`config.mk`:
```
export PLATFORM = sky130hd
export DESIGN_NAME = key_loader
export DESIGN_NICKNAME = d
export VERILOG_FILES = /design/src/rtl/key_loader_pkg.sv /design/src/rtl/key_shift_reg.sv /design/src/rtl/key_loader.sv
export SDC_FILE = /design/constraint.sdc
export NUM_CORES = 1
export LEC_CHECK = 0
export ABC_AREA = 1
export CORE_MARGIN = 5
export CORE_UTILIZATION = 56
export DETAILED_ROUTE_END_ITERATION = 6
export PLACE_DENSITY = 0.81
export SYNTH_ARGS = -nofsm -noshare
export SYNTH_HDL_FRONTEND = slang
export SYNTH_SLANG_ARGS = --single-unit
```
`constraint.sdc`:
```
create_clock -name clk -period 2.3 [get_ports clk]
set_clock_uncertainty 0.05 [all_clocks]
set_input_delay 0.69 -clock clk [delete_from_list [all_inputs] [get_ports clk]]
set_output_delay 0.69 -clock clk [all_outputs]
set_load 0.01 [all_outputs]
```
`src/rtl/key_loader_pkg.sv`:
```
// Shared definitions for the serial key loader: FSM state encoding and parameter defaults.
package key_loader_pkg;
  localparam int unsigned KEY_W_DEF     = 3;
  localparam int unsigned MAX_TRIES_DEF = 3;

  typedef enum logic [2:0] {
    IDLE,
    LOAD,
    PAR,
    ARMED,
    LOCKOUT
  } state_t;
endpackage

```
`src/rtl/key_shift_reg.sv`:
```
// Shadow register for the incoming key: bit-indexed capture, bit counter and running XOR.
module key_shift_reg import key_loader_pkg::*; #(
  parameter int unsigned KEY_W = KEY_W_DEF
) (
  input  logic             clk,
  input  logic             rst_n,
  input  logic             clear,
  input  logic             shift_en,
  input  logic             bit_in,
  output logic [KEY_W-1:0] shadow,
  output logic             parity,
  output logic             done
);
  localparam int unsigned CW = (KEY_W > 1) ? $clog2(KEY_W) : 1;

  logic [CW-1:0] count;

  always_ff @(posedge clk or negedge rst_n) begin
    if (!rst_n) begin
      shadow <= '0;
      count  <= '0;
      parity <= 1'b0;
    end else if (clear) begin
      shadow <= '0;
      count  <= '0;
      parity <= 1'b0;
    end else if (shift_en) begin
      shadow[count] <= bit_in;
      count         <= count + 1'b1;
      parity        <= parity ^ bit_in;
    end
  end

  // High while the final key bit is the one awaited.
  assign done = (count == CW'(KEY_W - 1));
endmodule

```
`src/rtl/key_loader.sv`:
```
// Serial key loader: collects KEY_W bits plus parity, arms the key on a good check, locks out after MAX_TRIES failures.
module key_loader import key_loader_pkg::*; #(
  parameter int unsigned KEY_W     = KEY_W_DEF,
  parameter int unsigned MAX_TRIES = MAX_TRIES_DEF
) (
  input  logic             clk,
  input  logic             rst_n,
  input  logic             start,
  input  logic             s_valid,
  input  logic             s_data,
  output logic             s_ready,
  output logic [KEY_W-1:0] key_out,
  output logic             key_ok,
  output logic             busy,
  output logic             lockout
);
  localparam int unsigned FW = (MAX_TRIES > 0) ? $clog2(MAX_TRIES + 1) : 1;
  localparam logic [FW-1:0] LIMIT = FW'(MAX_TRIES);

  state_t           state;
  logic [FW-1:0]    fail_cnt;
  logic [FW-1:0]    fail_next;
  logic [KEY_W-1:0] shadow;
  logic             parity;
  logic             done;
  logic             shift_en;
  logic             clear;
  logic             xfer;

  assign xfer     = s_valid && s_ready;
  assign shift_en = xfer && (state == LOAD);
  assign clear    = ((state == IDLE) && start) || (xfer && (state == PAR));

  key_shift_reg #(.KEY_W(KEY_W)) u_shift (
    .clk     (clk),
    .rst_n   (rst_n),
    .clear   (clear),
    .shift_en(shift_en),
    .bit_in  (s_data),
    .shadow  (shadow),
    .parity  (parity),
    .done    (done)
  );

  always_comb begin
    fail_next = fail_cnt;
    if (fail_cnt != LIMIT) fail_next = fail_cnt + 1'b1;
  end

  always_ff @(posedge clk or negedge rst_n) begin
    if (!rst_n) begin
      state    <= IDLE;
      fail_cnt <= '0;
      key_out  <= '0;
      key_ok   <= 1'b0;
      busy     <= 1'b0;
      s_ready  <= 1'b0;
      lockout  <= 1'b0;
    end else begin
      case (state)
        IDLE: begin
          if (start) begin
            state   <= LOAD;
            s_ready <= 1'b1;
            busy    <= 1'b1;
          end
        end
        LOAD: begin
          if (xfer && done) state <= PAR;
        end
        PAR: begin
          if (xfer) begin
            s_ready <= 1'b0;
            busy    <= 1'b0;
            // shadow is cleared on this same edge, so it is sampled into key_out here only on a pass
            if ((parity ^ s_data) == 1'b0) begin
              key_out <= shadow;
              key_ok  <= 1'b1;
              state   <= ARMED;
            end else begin
              fail_cnt <= fail_next;
              if (fail_next == LIMIT) begin
                state   <= LOCKOUT;
                lockout <= 1'b1;
              end else begin
                state <= IDLE;
              end
            end
          end
        end
        ARMED: begin
          state <= ARMED;
        end
        LOCKOUT: begin
          state <= LOCKOUT;
        end
        default: begin
          state <= IDLE;
        end
      endcase
    end
  end
endmodule

```
# Word level (Yosys, flattened, before mapping)
# Index checks and enable logic that the tools add are counted.
# Widths: inputs -> output; s select.
dict set report totals {
  reg_bits 17
  latchBits 0
  mem_bits_rw 0
  rom_bits 0
  inputBits 5
  out_inout_bits 7
  mem_count 0
}
dict set report op_classes {
  n_addsub 2
  mul 0
  div 0
  magnitude_cmp 2
  eq_ne 10
  shift 0
  mux 19
  bitwise_logic 2
  n_reduce_logical 15
}
# cell count
set op_table {}
lappend op_table {{$mux 3} 7}
lappend op_table {{$pmux 3 s5} 1}
lappend op_table {{$reduce_and 3->1} 4}
lappend op_table {{$eq 3x2->1 const B} 2}
lappend op_table {{$logic_and 1x1->1} 6}
lappend op_table {{$mux 2} 3}
lappend op_table {{$ne 2x2->1 const B} 3}
lappend op_table {{$mux 1} 5}
lappend op_table {{$add 2x1->2 const B} 2}
lappend op_table {{$eq 2x2->1 const B} 2}
lappend op_table {{$reduce_and 4->1} 1}
lappend op_table {{$reduce_bool 2->1} 2}
lappend op_table {{$bwmux 3} 1}
lappend op_table {{$eq 3x1->1 const B} 1}
lappend op_table {{$eq 3x3->1 const B} 1}
lappend op_table {{$logic_not 3->1} 1}
lappend op_table {{$lt 2x3->1 const B} 1}
lappend op_table {{$demux 1 s2} 1}
lappend op_table {{$ge 2x1->1 const B} 1}
lappend op_table {{$ne 2x1->1 const B} 1}
lappend op_table {{$pmux 1 s2} 1}
lappend op_table {{$logic_or 1x1->1} 1}
lappend op_table {{$not 1->1} 1}
lappend op_table {{$xor 1x1->1} 1}

# Logic depth before layout (Yosys ltp)
# Gate-level depths: netlist of the first run.
dict set report logic_depth {
  depth_word 7
  depth_mapped 7
  depth_no_buf 7
}

# Cells and area by module
# A second synthesis of the first run with hierarchy kept.
dict set report hier_totals {
  hier_cells 109
  hier_area_um2 910.9
}
# mod instances cells_per_inst area_per_inst_um2
set modules_own_cells {}
lappend modules_own_cells {key_loader 1 74 584.3}
lappend modules_own_cells {key_shift_reg 1 35 326.6}

# Worst setup path before layout of the first run
# Ideal clock, no wire load.
dict set report synth_path {
  path_kind {input to register}
  start {input port s_valid}
  end {register u_shift.shadow[0]}
  setup_time_ps 118
  t_arrival_ps 1264
  slack_ps 869
  cell_stages 7
  path_buffers 0
  cell_sequence {nand2_1 inv_2 nand3_1 nand3_4 nand2_1 nand2_1 nand2_1}
}
dict set report synth_via {
  elab_chain_cells 4
  word_cells_on_any_way 6
  classes_between {mux (1); reduce/logical (5)}
}
# element line
set synth_lines {}
lappend synth_lines {{start: declaration} key_loader.sv:9} ;# input logic s_valid,
lappend synth_lines {{$logic_and 1x1->1 (*)} key_loader.sv:30} ;# assign xfer = s_valid && s_ready;
lappend synth_lines {{$logic_and 1x1->1} key_loader.sv:32} ;# assign clear = ((state == IDLE) && start) || (xfer && (state == PAR));
lappend synth_lines {{$logic_or 1x1->1} key_loader.sv:32}
lappend synth_lines {{$mux 3 / $reduce_bool 2->1 (equally long branches)} -}
lappend synth_lines {{end signal: indexed assignment} key_shift_reg.sv:28} ;# shadow[count] <= bit_in;
lappend synth_lines {{end: declaration} key_shift_reg.sv:10} ;# output logic [KEY_W-1:0] shadow,
# Mark *: on every way between the ends. The rest lies on a longest branch, timed or not.
# A chain may end at the register's enable or synchronous reset.

==> results.sh, run 1 <==
export IMPL_status="finished clean"
export IMPL_cp_arrival_ns=1.23
export IMPL_max_stage_delay_ns=0.55
export IMPL_multi_input_area_um2=404
export IMPL_clock_sinks=17
export IMPL_cp_top_family="buffers and inverters"
export IMPL_netlist_area_leader_share=0.472
export IMPL_clock_fmax_mhz=507
export IMPL_die_y_um=50.1
export IMPL_top_signal_layer_used="met3"
export IMPL_hold_depth=2
export IMPL_via_count=732
export IMPL_core_area_um2=1520
export IMPL_ir_drop_uv=747
export IMPL_gp_congestion=0.787
export IMPL_cp_required_ns=1.56
export IMPL_path_buf_inv=1
export IMPL_crit_fanout=4
export IMPL_final_instance_count_excl_fill=141
export IMPL_fin_crit_ns=1.97
export IMPL_fin_crit_sh=0.857
export IMPL_firstDrtPassIters=4
export IMPL_netlist_top_cell_by_area="dfrtp_1"
export IMPL_syn_inst=110
export IMPL_design_area_um2=1060
export IMPL_design_die_area_um2=2510
export IMPL_clock_path_buffers=2
export IMPL_ys_ff_latch=17
export IMPL_p_total_mw=1.23
export IMPL_nets=134
export IMPL_ys_flop_type="dfrtp_1"
export IMPL_tightest_slew_ns=0.232
export IMPL_rows=14
export IMPL_cts_root_buffer="clkbuf_4"
export IMPL_io_pins=12
export IMPL_reg2reg_depth=6
export IMPL_yosysWarnings=0
export IMPL_synth_area_um2=902
export IMPL_diodes=0
export IMPL_startpoint="busy"
export IMPL_cp_start_kind="flop"
export IMPL_setup_tns_ns=0
export IMPL_cts_hold_buf=0
export IMPL_grt_max_degree=18
export IMPL_hp_start="lockout"
export IMPL_drt_total_wl_um=1610
export IMPL_grt_pass1_vias=679
export IMPL_layout_drive_gt1_share=0.152
export IMPL_p_per_area_nw_per_um2=1170
export IMPL_whs_ns=0.417
export IMPL_synth_async_sr_flop_share=1.00
export IMPL_hpwlAfterDp_um=1230
export IMPL_comb_power_share=0.482
export IMPL_antenna_found_initial=0
export IMPL_seqPwrFrac=0.391
export IMPL_synth_edf_count=0
export IMPL_postCtsSetupRepairBufs=0
export IMPL_cts_resized=0
export IMPL_regToRegSetupSlack_ns=1.00
export IMPL_nFillCells=125
export IMPL_area_growth_pct=17.3
export IMPL_ant_nets=0
export IMPL_post_dp_cell_area_um2=1030
export IMPL_clkTransAtPathRegs_ns=0.09
export IMPL_hold_viol_final=0
export IMPL_cp_end_kind="output port"
export IMPL_synth_avg_cell_area_um2=8.20
export IMPL_holdPathEnd="lockout"
export IMPL_clockPowerShare=0.127
export IMPL_grt_usage=0.147
export IMPL_drt_initial_drc_count=12
export IMPL_synth_cell_type_count=21
export IMPL_slew_headroom=0.845
export IMPL_r2r_end="u_shift.shadow[2]"
export IMPL_die_w_um=50.1
export IMPL_clk_latency_ns=0.28
export IMPL_p_int_mw=0.706
export IMPL_p_leak_nw=0.567
export IMPL_syn_nets=118
export IMPL_r2r_start="state[0]"
export IMPL_grt_ovfl_total=0
export IMPL_rsz0062_at_grt="no"
export IMPL_cap_violations=0
export IMPL_post_place_cells=137
export IMPL_drt_met1_wl_um=760
export IMPL_wl_per_cell_um=11.4
export IMPL_maxSlewViolCount=0
export IMPL_io_buffers=11
export IMPL_worstSetupPathType="flop to output port"
export IMPL_ys_seq_area_frac=0.472
export IMPL_crit_chain="clkdlybuf4s50_1"
export IMPL_seqCellArea_um2=425
export IMPL_met3_length_um=80
export IMPL_viasPerCell=5.19
export IMPL_yosys_top_cells_area="dfrtp_1 47%, nand2_1 16%, nand3_1 6.7%"
export IMPL_grt_first_pass_wirelength_um=2900
export IMPL_start_util=0.592
export IMPL_p_sw_frac=0.427
export IMPL_cts_made_buffers=3
export IMPL_min_path_type="flop to flop"
export IMPL_wl_met2_um=768
export IMPL_tritoncts="built"
export IMPL_post_route_drc_count=0
export IMPL_critPathSlowestCell="clkdlybuf4s50_1"
export IMPL_switchingPower_mw=0.527
export IMPL_final_setup_viol_count=0
export IMPL_htree_levels=1
## per-layer routing
metal,up-vias,GRT usage
li1,369,-
met1,343,0.191
met2,20,0.238
met3,0,0.0266
met4,0,0.0655
met5,-,0
## worst register-to-register path, cell delays in order, from the launching register on
cell,delay [ns]
dfrtp_1,0.44
nor2_2,0.17
nand3_2,0.18
nand3_4,0.19
nand2_1,0.07
nand2_1,0.06
nand2_1,0.05
## cell usage in the layout, fill, tap and decap left out
| cell type | Yosys | final |
|---|---|---|
| o21ai_1 | 2 | 2 |
| nor2_1 | 6 | 6 |
| clkbuf_1 | 0 | 1 |
| xor2_2 | 1 | 1 |
| o21ai_0 | 1 | 1 |
| nand3_4 | 2 | 2 |
| o21ai_2 | 1 | 1 |
| nor2_2 | 1 | 1 |
| o21bai_2 | 1 | 1 |
| clkinv_2 | 1 | 1 |
| nand2_1 | 39 | 39 |
| nand3_2 | 1 | 1 |
| inv_1 | 12 | 12 |
| nand2_2 | 2 | 2 |
| buf_4 | 1 | 1 |
| ha_1 | 3 | 3 |
| a21oi_1 | 1 | 1 |
| dfrtp_1 | 17 | 17 |
| clkdlybuf4s50_1 | 0 | 11 |
| clkbuf_4 | 0 | 3 |
| nand3_1 | 12 | 12 |
| nor2_4 | 1 | 1 |
| o22ai_1 | 1 | 1 |
| inv_2 | 4 | 4 |
## worst max path at each step
stage                              to  slack (ns)  cells after the start
detailed placement           state[0]        0.29                      7
floorplan           u_shift.shadow[0]        0.87                      7
global placement             state[1]        0.30                      7
CTS                           s_ready        0.30                      1
global route                  s_ready        0.25                      1
finish                        s_ready        0.33                      1
## flip-flops by register name, summed over array words and instances (netlist names)
register	count
key_out	3
state	3
u_shift.shadow	3
fail_cnt	2
u_shift.count	2
busy	1
key_ok	1
lockout	1
u_shift.parity	1
## cells by family (layout without fill, tap and decap cells)
group / Yosys count / after routing / synth area share
simple gates: 64 / 64 / 0.337
buf+inv: 18 / 33 / 0.0804
flops: 17 / 17 / 0.472
compound gates: 7 / 7 / 0.0513
fa+ha+maj: 3 / 3 / 0.0416
xor+xnor: 1 / 1 / 0.0180
## final cells by class
| type | count | area share |
|---|---|---|
| clock buffers | 4 | 0.0248 |
| inverters | 17 | 0.0615 |
| multi-input cells | 75 | 0.382 |
| flip-flops and latches | 17 | 0.402 |
| well taps | 16 | 0.0189 |
| repair buffers | 12 | 0.111 |
## Yosys cell counts (2+ instances only)
| cell | instances |
|---|---|
| nor2_1 | 6 |
| dfrtp_1 | 17 |
| inv_1 | 12 |
| o21ai_1 | 2 |
| nand3_4 | 2 |
| nand2_2 | 2 |
| inv_2 | 4 |
| ha_1 | 3 |
| nand2_1 | 39 |
| nand3_1 | 12 |
## power by group through the flow
stage                     Combinational, mW  Sequential [mW]  Clock (mW)
final                                 0.594            0.482       0.157
after global routing                  0.671            0.500       0.178
after CTS                             0.595            0.483       0.165
after detailed placement              0.592            0.489           0
after global placement                0.567            0.483           0
after floorplan                       0.424            0.486           0
## through the flow
stage,utilization,setup WS (ns)
floorplan,-,0.869
global placement,0.677,0.302
detailed placement,0.677,0.287
CTS,0.695,0.305
global route,0.695,0.250
finish,0.695,0.328
No activity file was read; power rests on OpenSTA's default activity.
==> run 2: changes to the inputs <==
--- a/config.mk
+++ b/config.mk
@@ -10,6 +10,7 @@
 export CORE_UTILIZATION = 56
 export DETAILED_ROUTE_END_ITERATION = 6
 export PLACE_DENSITY = 0.81
+export SETUP_SLACK_MARGIN = 0.15
 export SYNTH_ARGS = -nofsm -noshare
 export SYNTH_HDL_FRONTEND = slang
 export SYNTH_SLANG_ARGS = --single-unit
==> results of run 2 <==
Same layout as run 1: the final DEF is identical, and so are final timing and power.
==> run 3: changes to the inputs <==
--- a/config.mk
+++ b/config.mk
@@ -6,11 +6,14 @@
 export NUM_CORES = 1
 export LEC_CHECK = 0
 export ABC_AREA = 1
+export CAP_MARGIN = 20
 export CORE_MARGIN = 5
 export CORE_UTILIZATION = 56
 export DETAILED_ROUTE_END_ITERATION = 6
 export PLACE_DENSITY = 0.81
 export SETUP_SLACK_MARGIN = 0.15
+export SLEW_MARGIN = 5
 export SYNTH_ARGS = -nofsm -noshare
 export SYNTH_HDL_FRONTEND = slang
 export SYNTH_SLANG_ARGS = --single-unit
+export TNS_END_PERCENT = 30
==> results of run 3 <==
Same layout as run 1: the final DEF is identical, and so are final timing and power.
